File: src/rtl/cpu_pkg.sv
// Shared definitions for the instruction-memory loader: loader FSM states and
// default instruction-memory geometry.
package cpu_pkg;

  localparam int IMEM_ADDR_W    = 10;
  localparam int IMEM_MAX_WORDS = 1024;

  typedef enum logic [2:0] {
    ST_IDLE,
    ST_LEN_HI,
    ST_LEN_LO,
    ST_DATA,
    ST_CHK,
    ST_DONE,
    ST_ERR
  } state_t;

  // States in which the byte stream is being consumed.
  function automatic logic is_loading(state_t s);
    return (s == ST_LEN_HI) || (s == ST_LEN_LO) || (s == ST_DATA) || (s == ST_CHK);
  endfunction

endpackage

File: src/rtl/imem_loader_word_assembler.sv
// Packs a byte stream MSB-first into 32-bit words; word_valid pulses for one
// cycle after the fourth byte of each word is shifted in.
module word_assembler (
  input  logic        clk,
  input  logic        rst,
  input  logic        clr,
  input  logic        shift_en,
  input  logic [7:0]  din,
  output logic        last_byte,
  output logic        word_valid,
  output logic [31:0] word
);

  logic [1:0]  cnt;
  logic [23:0] sh;

  assign last_byte = (cnt == 2'd3);

  always_ff @(posedge clk or negedge rst) begin
    if (!rst) begin
      cnt        <= 2'd0;
      sh         <= 24'd0;
      word_valid <= 1'b0;
      word       <= 32'd0;
    end else begin
      word_valid <= 1'b0;
      if (clr) begin
        cnt <= 2'd0;
      end else if (shift_en) begin
        sh  <= {sh[15:0], din};
        cnt <= cnt + 2'd1;
        if (last_byte) begin
          word       <= {sh, din};
          word_valid <= 1'b1;
        end
      end
    end
  end

endmodule

File: src/rtl/imem_loader.sv
// Loads a length-prefixed, XOR-checksummed program image from a byte stream
// into instruction memory and holds the CPU in reset until the image verifies.
module imem_loader
  import cpu_pkg::*;
#(
  parameter int ADDR_W    = IMEM_ADDR_W,
  parameter int MAX_WORDS = IMEM_MAX_WORDS
) (
  input  logic              clk,
  input  logic              rst,
  input  logic              start,
  input  logic              in_valid,
  input  logic [7:0]        in_data,
  output logic              in_ready,
  output logic              imem_we,
  output logic [ADDR_W-1:0] imem_addr,
  output logic [31:0]       imem_wdata,
  output logic              cpu_rst,
  output logic              done,
  output logic              err,
  output logic [ADDR_W:0]   words_loaded
);

  localparam logic [16:0] MAX_LEN = 17'(MAX_WORDS);

  state_t          state, state_next;
  logic [7:0]      chk;
  logic [7:0]      len_hi;
  logic [15:0]     len_reg;
  logic            accept;
  logic            load_start;
  logic            last_byte;
  logic [ADDR_W:0] words_inc;

  assign in_ready   = is_loading(state);
  assign accept     = in_valid & in_ready;
  assign load_start = start & ~is_loading(state);
  assign words_inc  = words_loaded + 1'b1;

  word_assembler u_asm (
    .clk       (clk),
    .rst       (rst),
    .clr       (load_start),
    .shift_en  (accept && (state == ST_DATA)),
    .din       (in_data),
    .last_byte (last_byte),
    .word_valid(imem_we),
    .word      (imem_wdata)
  );

  always_comb begin
    state_next = state;
    case (state)
      ST_IDLE, ST_DONE, ST_ERR: begin
        if (start) state_next = ST_LEN_HI;
      end
      ST_LEN_HI: begin
        if (accept) state_next = ST_LEN_LO;
      end
      ST_LEN_LO: begin
        if (accept) begin
          if ({1'b0, len_hi, in_data} > MAX_LEN) state_next = ST_ERR;
          else if ({len_hi, in_data} == 16'd0)   state_next = ST_CHK;
          else                                   state_next = ST_DATA;
        end
      end
      ST_DATA: begin
        if (accept && last_byte && (16'(words_inc) == len_reg)) state_next = ST_CHK;
      end
      ST_CHK: begin
        if (accept) state_next = (in_data == chk) ? ST_DONE : ST_ERR;
      end
      default: state_next = ST_IDLE;
    endcase
  end

  // Status outputs are registered from the next state so they change together
  // with the state they describe.
  always_ff @(posedge clk or negedge rst) begin
    if (!rst) begin
      state        <= ST_IDLE;
      cpu_rst      <= 1'b1;
      done         <= 1'b0;
      err          <= 1'b0;
      chk          <= 8'd0;
      len_hi       <= 8'd0;
      len_reg      <= 16'd0;
      words_loaded <= '0;
      imem_addr    <= '0;
    end else begin
      state   <= state_next;
      cpu_rst <= (state_next != ST_DONE);
      done    <= (state_next == ST_DONE);
      err     <= (state_next == ST_ERR);
      if (load_start) begin
        chk          <= 8'd0;
        words_loaded <= '0;
      end else if (accept) begin
        if (state != ST_CHK)    chk     <= chk ^ in_data;
        if (state == ST_LEN_HI) len_hi  <= in_data;
        if (state == ST_LEN_LO) len_reg <= {len_hi, in_data};
        if ((state == ST_DATA) && last_byte) begin
          imem_addr    <= words_loaded[ADDR_W-1:0];
          words_loaded <= words_inc;
        end
      end
    end
  end

endmodule

File: config.mk
export PLATFORM = sky130hd
export DESIGN_NAME = imem_loader
export DESIGN_NICKNAME = d
export VERILOG_FILES = /design/src/rtl/cpu_pkg.sv /design/src/rtl/imem_loader_word_assembler.sv /design/src/rtl/imem_loader.sv
export SDC_FILE = /design/constraint.sdc
export NUM_CORES = 1
export LEC_CHECK = 0
export ABC_AREA = 1
export CORE_AREA = 5 5 105 107
export CTS_CLUSTER_SIZE = 28
export DETAILED_ROUTE_END_ITERATION = 7
export DIE_AREA = 0 0 110 112
export PLACE_DENSITY = 0.74
export SYNTH_ARGS = -nofsm -noshare
export SYNTH_HDL_FRONTEND = slang
export SYNTH_SLANG_ARGS = --single-unit
File: constraint.sdc
create_clock -name clk -period 2.28 [get_ports clk]
set_clock_uncertainty 0.15 [all_clocks]
set_input_delay 0.342 -clock clk [delete_from_list [all_inputs] [get_ports clk]]
set_output_delay 0.342 -clock clk [all_outputs]
set_load 0.005 [all_outputs]
==> impl_metrics.tcl, run 1 <==
set metrics [dict create \
    worstPathArrival_ns 2.43 \
    path_class "reg -> reg" \
    netlist_instances 628 \
    htreeDepth 4 \
    p_switching_mw 2.69 \
    critPathMostFrequentCell "nand2_1" \
    grt_pass1_wl_um 22500 \
    clk_path_buf_depth 2 \
    initial_core_util_pct 53.1 \
    yosysUniqueCellTypes 35 \
    worst_setup_path_end_kind "flop" \
    power_frac_seq_pct 39.6 \
    drc 0 \
    synth-seq-cells 118 \
    p_leak_nw 3.28 \
    largest_reg_flops 32 \
    async_reset_ff_share_pct 100 \
    comb_power_share_pct 27.5 \
    ir_drop_v 0.000852 \
    status "complete, no violations" \
    hpwl_um 8830 \
    cts_tree "built" \
    filler_cell_count 777 \
    clkTransAtPathRegs_ns 0.06 \
    root_buffer "clkbuf_8" \
    hold_viol 0 \
    yosysSeqAreaShare_pct 55.4 \
    totalWireLength_um 13100 \
    cp_cell_sequence "buf_4 -> buf_4 -> nand3_1 -> nor2_2 -> nand2_1 -> nand3_1 -> nand2_1 -> nor2_1 -> nand2_1 -> nor2_1 -> nand2_1 -> nand2_2 -> nand3_1 -> nor2_1" \
    io_buffers 69 \
    avgViaCountPerCell 5.18 \
    drive_above_1_share_pct 11.5 \
    intPower_mw 5.14 \
    period_needed_ns 2.12 \
    yosysWarnings 0 \
    die_y_um 112 \
    die_x_um 110 \
    synth.avg_cell_area_sq_um 8.49 \
    power_density_nw_per_um2 1140 \
    num_vias 4484 \
    drv_cap 0 \
    numCtsBuffers 17 \
    pre_cts_ws_ns 0.0979 \
    synthFlopType "dfrtp_1" \
    cts_sinks 118 \
    track_usage_pct 23.6 \
    synth_edf_count 0 \
    syn_nets 642 \
    timing.hold.ws_ns 0.161 \
    cp-start-kind "flop" \
    hold_path.class "in -> async" \
    finalSetupTns_ns 0 \
    antenna-diode-count 0 \
    finalWorstSetupSlack_ns 0.157 \
    syn2layout_area_growth_pct 29.1 \
    max_freq_mhz 471 \
    gr-total-overflow 0 \
    netlist_area_sq_um 5330 \
    max_stage_delay_ns 0.41 \
    antenna_found_initial 0 \
    crit_required_ns 2.58 \
    switching_share_pct 34.4 \
    ant_nets 0 \
    wl_per_cell_um 15.1 \
    grt_pass1_vias 4539 \
    first_iter_violations 254 \
    slew_viol_final 0 \
    ios 70 \
    setup_viol 0 \
    fin_nets 731 \
    finalCritPeriodShare_pct 93.1 \
    core_sq_um 10000 \
    grt_max_degree 87 \
    pwr-share-clk_pct 32.9 \
    slew_headroom_pct 68.2 \
    drt-pass1-iter-count 5 \
    worst_pin_slew_ns 0.473 \
    crit_fanout 4 \
    clock_latency_ns 0.53 \
    rows 37 \
    crit_path_top_delay_cell "dfrtp_1" \
    dieArea_sq_um 12300 \
    globalplace.congestion 0.876 \
]
## cell usage in the layout (no fill, tap or decap), types with 2 or more instances in the layout
cell type,count
o21ai_2,5
buf_12,4
clkbuf_16,16
clkinvlp_4,3
nand3b_1,2
inv_6,3
buf_4,18
clkdlybuf4s50_1,67
dfrtp_1,116
nor2_4,4
nand2_1,173
o21ai_1,37
o21ai_0,65
o22ai_1,2
clkinv_2,3
inv_1,81
xnor2_1,8
inv_2,2
clkinv_4,3
bufinv_16,2
nor2_2,7
nand2_2,2
nor2_1,27
clkbuf_8,2
nand3_1,45
nor2_8,2
nand4_1,7
nor3_1,2
a21oi_1,6
## area by class of cell
| cell class | count | area (sq um) | share of cell area (%) |
|---|---|---|---|
| Clock buffer | 18 | 428 | 6.21 |
| Clock inverter | 14 | 150 | 2.18 |
| Inverter | 84 | 318 | 4.62 |
| Multi-Input combinational cell | 405 | 1960 | 28.5 |
| Sequential cell | 118 | 2960 | 42.9 |
| Tap cell | 136 | 170 | 2.47 |
| Timing Repair Buffer | 91 | 905 | 13.1 |
## cells by family after synthesis
group	count (synthesis)	synth area share (%)
compound gates	121	12.1
xor+xnor	8	1.31
fa+ha+maj	2	0.469
buf+inv	105	8.31
flops	118	55.4
simple gates	274	22.4
## synth_stat cells (2+ instances only)
master	instances	area share, %
o21ai_2	4	0.66
dfrtp_1	117	55
nand3b_1	2	0.28
nand3_1	45	4.2
nor2_2	7	0.82
nor2_4	3	0.63
o21ai_1	38	3.6
inv_1	81	5.7
inv_2	2	0.14
nor2_1	28	2.0
nand4_1	7	0.82
o22ai_1	2	0.23
o21ai_0	65	6.1
buf_2	4	0.38
nor2_8	2	0.75
a21oi_1	6	0.56
nand2_1	175	12
nor3_1	2	0.19
xnor2_1	8	1.3
buf_6	5	1.1
clkbuf_1	10	0.70
ha_1	2	0.47
## through the flow
stage          instances  cell area (sq um)  utilization [%]  total power, mW
5_1_grt              866               6890             68.5             8.32
6_report             866               6890             68.5             7.82
2_1_floorplan        628               5330                -             4.34
3_3_place_gp         827               6230             62.0             5.04
4_1_cts              864               6850             68.2             7.80
3_5_place_dp         827               6230             62.0             5.13
## final timing paths
path                                 startpoint  cells past startpoint  slack (ns)        endpoint
min in group clk                     in_data[6]                      3        0.32     u_asm.sh[6]
max in group asynchronous                   rst                      3        1.17         cpu_rst
worst min-delay path                        rst                      2        0.16  u_asm.word[13]
worst max register to register  words_loaded[0]                     14        0.16             err
worst max-delay path            words_loaded[0]                     14        0.16             err
worst min register to register   u_asm.word[31]                      2        0.33  u_asm.word[31]
## timing repair
action / 4_1_cts / 5_1_grt
pin swaps: 2 / 1
cloned: 0 / 0
endpoints found under the hold margin: 33 / 0
setup endpoints to repair: 1 / 3
hold buffers: 1 / 0
resized for setup: 4 / 5
setup buffers: 4 / 2
## layer usage
layer	vias to the layer above	wire length (um)	part of all wire (%)	track usage, %
met5	-	0	0	0
met4	0	342	2.6	10.2
met1	2113	5570	43	31.2
li1	2193	-	-	-
met3	32	710	5.4	5.51
met2	146	6470	49	36.9
## power groups by stage
stage	Combinational, mW	Sequential (mW)	Clock (mW)
floorplan	1.35	2.99	0
global placement	1.95	3.09	0
detailed placement	2.01	3.11	0
CTS	2.11	3.09	2.60
global route	2.45	3.16	2.72
finish	2.15	3.10	2.57
## worst max-delay path: cells and delay by family, from the launching register on
family / cells / cell delay [ns]
AND/OR/NAND/NOR: 12 / 1.25
flip-flops: 1 / 0.41
buffers and inverters: 2 / 0.25
Note: power is estimated with default switching activity, not from simulation.
==> run 2: changes to the inputs <==
--- a/config.mk
+++ b/config.mk
@@ -10,7 +10,7 @@
 export CTS_CLUSTER_SIZE = 28
 export DETAILED_ROUTE_END_ITERATION = 7
 export DIE_AREA = 0 0 110 112
-export PLACE_DENSITY = 0.74
+export PLACE_DENSITY = 0.78
 export SYNTH_ARGS = -nofsm -noshare
 export SYNTH_HDL_FRONTEND = slang
 export SYNTH_SLANG_ARGS = --single-unit
==> impl_metrics.tcl, run 2 (same netlist as run 1, synthesis figures left out) <==
set metrics [dict create \
    track_usage_pct 23.3 \
    finalCritPeriodShare_pct 92.3 \
    totalWireLength_um 12900 \
    r2r_cells 13 \
    worst_pin_slew_ns 0.551 \
    avgViaCountPerCell 5.24 \
    clock_latency_ns 0.53 \
    intPower_mw 5.12 \
    max_freq_mhz 475 \
    ir_drop_v 0.000621 \
    status "complete, no violations" \
    filler_cell_count 767 \
    pwr-share-clk_pct 33.0 \
    hold_viol 0 \
    antenna_found_initial 0 \
    worstPathArrival_ns 2.41 \
    max_stage_delay_ns 0.42 \
    critPathMostFrequentCell "nand2_1" \
    root_buffer "clkbuf_8" \
    period_needed_ns 2.10 \
    cts_sinks 118 \
    power_density_nw_per_um2 1130 \
    num_vias 4525 \
    dieArea_sq_um 12300 \
    syn2layout_area_growth_pct 28.5 \
    cp_cell_sequence "ha_2 -> nand2_2 -> nor2_4 -> nand2_1 -> nand3_1 -> nand2_1 -> nor2_1 -> nand3_1 -> nor2_1 -> nand2_1 -> nand2_1 -> nand3_1 -> nor2_1" \
    power_frac_seq_pct 40.0 \
    crit_required_ns 2.59 \
    gr-total-overflow 0 \
    slew_headroom_pct 63.3 \
    first_iter_violations 290 \
    clk_path_buf_depth 2 \
    htreeDepth 4 \
    grt_pass1_vias 4540 \
    numCtsBuffers 17 \
    core_sq_um 10000 \
    worst_setup_path_end_kind "flop" \
    largest_reg_flops 32 \
    final_cell_mix "174 x nand2_1, 117 x dfrtp_1, 81 x inv_1" \
    initial_core_util_pct 53.1 \
    rows 37 \
    die_x_um 110 \
    final_common_cell "nand2_1" \
    drive_above_1_share_pct 10.9 \
    crit_cells 13 \
    finalWorstSetupSlack_ns 0.177 \
    ant_nets 0 \
    setup_viol 0 \
    crit_fanout 5 \
    p_switching_mw 2.62 \
    drv_cap 0 \
    final-seq-area_sq_um 2950 \
    drt-pass1-iter-count 5 \
    clkTransAtPathRegs_ns 0.06 \
    fin_nets 730 \
    grt_pass1_wl_um 22300 \
    finalSetupTns_ns 0 \
    grt_max_degree 87 \
    slew_viol_final 0 \
    switching_share_pct 33.8 \
    p_leak_nw 3.26 \
    wl_per_cell_um 15.0 \
    ios 70 \
    rsz0062_at_grt "false" \
    comb_power_share_pct 27.1 \
    die_y_um 112 \
    cp-start-kind "flop" \
    crit_path_top_delay_cell "dfrtp_1" \
    hpwl_um 8980 \
    crit_buf_inv 0 \
    multi_input_area_sq_um 1940 \
    cp_top_family "simple AND/OR/NAND/NOR gates" \
    cts_tree "built" \
    antenna-diode-count 0 \
    drc 0 \
    io_buffers 69 \
    pre_cts_ws_ns 0.0902 \
    hold_path.class "in -> async" \
    globalplace.congestion 0.882 \
    path_class "reg -> reg" \
]
[run 2: cell types whose count changed in the layout (fill, tap and decap cells not counted)]
cell,delta
inv_6,-2
buf_4,-1
clkbuf_8,+1
clkinv_2,+1
clkinv_4,-1
dfrtp_1,+1
dfrtp_2,-1
nand2_1,+1
nand2_4,-1
nor2_1,+1
nor2_4,-1
[run 2: layer usage]
| layer | track usage, % | wire [um] | up-vias |
|---|---|---|---|
| met5 | 0 | 0 | - |
| met4 | 9.98 | 302 | 0 |
| met3 | 4.99 | 700 | 34 |
| met2 | 36.0 | 6270 | 129 |
| met1 | 31.7 | 5670 | 2174 |
| li1 | - | - | 2188 |
[run 2: power by group through the flow]
stage	Clock, mW	Combinational [mW]	Sequential [mW]
2_1_floorplan	0	1.35	2.99
3_3_place_gp	0	1.94	3.09
3_5_place_dp	0	2.01	3.12
4_1_cts	2.57	2.09	3.08
5_1_grt	2.68	2.40	3.16
6_report	2.55	2.09	3.09
[run 2: final timing paths]
| kind | startpoint | endpoint | slack (ns) |
|---|---|---|---|
| min in group clk | in_data[6] | u_asm.sh[6] | 0.32 |
| max reg2reg | words_loaded[0] | err | 0.18 |
| max in group asynchronous | rst | len_hi[3] | 1.18 |
| min | rst | u_asm.sh[4] | 0.20 |
| max | words_loaded[0] | err | 0.18 |
| min reg2reg | u_asm.sh[11] | u_asm.sh[19] | 0.33 |
[run 2: stage by stage]
step                      cells  hold WS [ns]  cell area (sq um)  power, mW  util, %
final                       864         0.197               6850       7.74     68.2
after global routing        864         0.255               6850       8.24     68.2
after CTS                   864         0.203               6850       7.75     68.2
after detailed placement    828         0.209               6240       5.12     62.1
after global placement      828         0.204               6240       5.03     62.1
after floorplan             628        -0.104               5330       4.34        -
[run 2: repair_timing]
action | in CTS | in global routing
endpoints found under the hold margin | 37 | 0
gates resized for setup | 2 | 2
buffers inserted | 4 | 0
setup endpoints to repair | 1 | 1
hold buffers | 1 | 0
pin swaps | 2 | 0
cloned | 0 | 0
[run 2: layout make-up]
cell class | instances | share of cell area [%]
clock buffers | 19 | 6.44
clock inverters | 12 | 1.88
inverters | 84 | 4.64
multi-input cells | 405 | 28.4
flip-flops and latches | 118 | 43.1
well taps | 136 | 2.48
repair buffers | 90 | 13.1
==> run 3: changes to the inputs <==
--- a/config.mk
+++ b/config.mk
@@ -6,11 +6,12 @@
 export NUM_CORES = 1
 export LEC_CHECK = 0
 export ABC_AREA = 1
-export CORE_AREA = 5 5 105 107
+export CORE_AREA = 5 5 110 112
 export CTS_CLUSTER_SIZE = 28
 export DETAILED_ROUTE_END_ITERATION = 7
-export DIE_AREA = 0 0 110 112
-export PLACE_DENSITY = 0.78
+export DIE_AREA = 0 0 115 117
+export HOLD_SLACK_MARGIN = 0.03
+export PLACE_DENSITY = 0.75
 export SYNTH_ARGS = -nofsm -noshare
 export SYNTH_HDL_FRONTEND = slang
 export SYNTH_SLANG_ARGS = --single-unit
==> constraint.sdc (replaced) <==
create_clock -name clk -period 1.7 [get_ports clk]
set_clock_uncertainty 0.15 [all_clocks]
set_input_delay 0.255 -clock clk [delete_from_list [all_inputs] [get_ports clk]]
set_output_delay 0.255 -clock clk [all_outputs]
set_load 0.005 [all_outputs]
==> impl_metrics.tcl, run 3 (same netlist as run 1, synthesis figures left out) <==
set metrics [dict create \
    reg2reg_slack_ns -0.55 \
    power_density_nw_per_um2 1460 \
    finalPower_mw 13.7 \
    root_buffer "clkbuf_16" \
    ir_drop_v 0.00101 \
    globalplace.congestion 0.894 \
    num_vias 6136 \
    grt_pass1_wl_um 30400 \
    totalWireLength_um 24700 \
    p_leak_nw 4.65 \
    clock_latency_ns 0.43 \
    filler_cell_count 477 \
    ant_nets 0 \
    first_iter_violations 682 \
    drc 0 \
    grt_max_degree 65 \
    finalCritPeriodShare_pct 132 \
    cp-start-kind "flop" \
    drive_above_1_share_pct 46.4 \
    largest_reg_flops 32 \
    worst_pin_slew_ns 0.505 \
    cp_cell_sequence "ha_4 -> nand2_8 -> buf_4 -> nand3b_1 -> nand2_2 -> inv_2 -> nand2_1 -> nor2_2 -> nand3_2 -> nor2_2 -> nand2_2 -> nand2_4 -> nand3_2 -> nor2_2" \
    htreeDepth 4 \
    hold_path.class "in -> async" \
    final_common_cell "dfrtp_1" \
    rows 39 \
    gr-total-overflow 0 \
    numCtsBuffers 17 \
    fin_util_pct 84.8 \
    wl_met3_um 2130 \
    max_stage_delay_ns 0.44 \
    die_y_um 117 \
    path_class "reg -> reg" \
    dieArea_sq_um 13500 \
    worst_setup_path_end_kind "flop" \
    place_inst 894 \
    clk_path_buf_depth 2 \
    cts_sinks 118 \
    clkTransAtPathRegs_ns 0.06 \
    status "finished, violations left" \
    io_buffers 69 \
    timing.hold.ws_ns 0.272 \
    setup_viol 114 \
    syn2layout_area_growth_pct 76.9 \
    hpwl_um 9670 \
    ios 70 \
    rsz0062_at_grt "true" \
    critPathMostFrequentCell "nor2_2" \
    reg2reg_from "words_loaded[1]" \
    worstPathArrival_ns 2.44 \
    cp_top_family "simple AND/OR/NAND/NOR gates" \
    finalWorstSetupSlack_ns -0.549 \
    violations "negative setup slack" \
    core_sq_um 11100 \
    track_usage_pct 29.6 \
    cts_tree "built" \
    met1_length_um 8570 \
    initial_core_util_pct 47.9 \
    antenna-diode-count 0 \
    slew_viol_final 0 \
    crit_required_ns 1.89 \
    drt-pass1-iter-count 6 \
    fin_nets 861 \
    drv_cap 0 \
    die_x_um 115 \
    crit_path_top_delay_cell "dfrtp_2" \
    antenna_found_initial 0 \
    slew_headroom_pct 66.2 \
    r2r_cells 14 \
    crit_fanout 5 \
    period_needed_ns 2.25 \
    highest-signal-layer "met4" \
    max_freq_mhz 445 \
    rr_endpoint "err" \
    met2WireLength_um 12100 \
    wl_per_cell_um 24.6 \
    final_cell_mix "113 x dfrtp_1, 98 x nand2_1, 90 x buf_4" \
    avgViaCountPerCell 6.12 \
    final_cells 1002 \
    crit_buf_inv 2 \
    grt_pass1_vias 5694 \
    hold_viol 0 \
]
==> run 3: per-layer routing <==
metal / vias up / track usage, %
li1: 2456 / -
met4: 0 / 14.0
met5: - / 0
met2: 537 / 51.0
met1: 2958 / 36.0
met3: 185 / 5.60
==> run 3: through the flow <==
step                setup TNS [ns]  setup WS (ns)  area, sq um
floorplan                    -1.80        -0.0657         5350
global placement            -11.27         -0.272         6740
detailed placement          -12.68         -0.356         6740
CTS                         -12.84         -0.265         8510
global route                -28.31         -0.664         9430
finish                      -20.75         -0.549         9430
==> run 3: worst max-delay path by stage <==
stage | from | endpoint | slack (ns) | cells past startpoint
6_report | words_loaded[1] | err | -0.55 | 14
5_1_grt | words_loaded[1] | err | -0.66 | 13
4_1_cts | words_loaded[1] | err | -0.26 | 13
3_5_place_dp | in_data[1] | err | -0.36 | 11
3_3_place_gp | in_data[3] | err | -0.27 | 11
2_1_floorplan | words_loaded[0] | err | -0.07 | 13
==> run 3: worst min-delay path: stages <==
cell	delay [ns]
dlygate4sd3_1	0.55
buf_4	0.15
buf_12	0.27
==> run 3: power by group <==
part	switching, mW	internal [mW]	leakage (nW)
combinational	3.20	2.42	2.91
sequential	0.749	3.59	1.46
clock	1.45	2.33	0.285
total	5.40	8.35	4.65
==> run 3: area by class of cell <==
type / instances / area, sq um / share of cell area [%]
flip-flops and latches: 118 / 2960 / 31.4
repair inverters: 1 / 11.3 / 0.119
clock inverters: 12 / 154 / 1.63
well taps: 143 / 179 / 1.90
inverters: 84 / 338 / 3.58
clock buffers: 19 / 443 / 4.69
multi-input cells: 405 / 2850 / 30.2
repair buffers: 220 / 2500 / 26.5
==> run 3: repair_timing <==
item / CTS / global route
hold buffers: 1 / 0
pin swaps: 13 / 18
setup endpoints to repair: 94 / 141
setup buffers: 37 / 27
hold endpoints to repair: 118 / 0
gates cloned: 17 / 8
resized for setup: 202 / 219
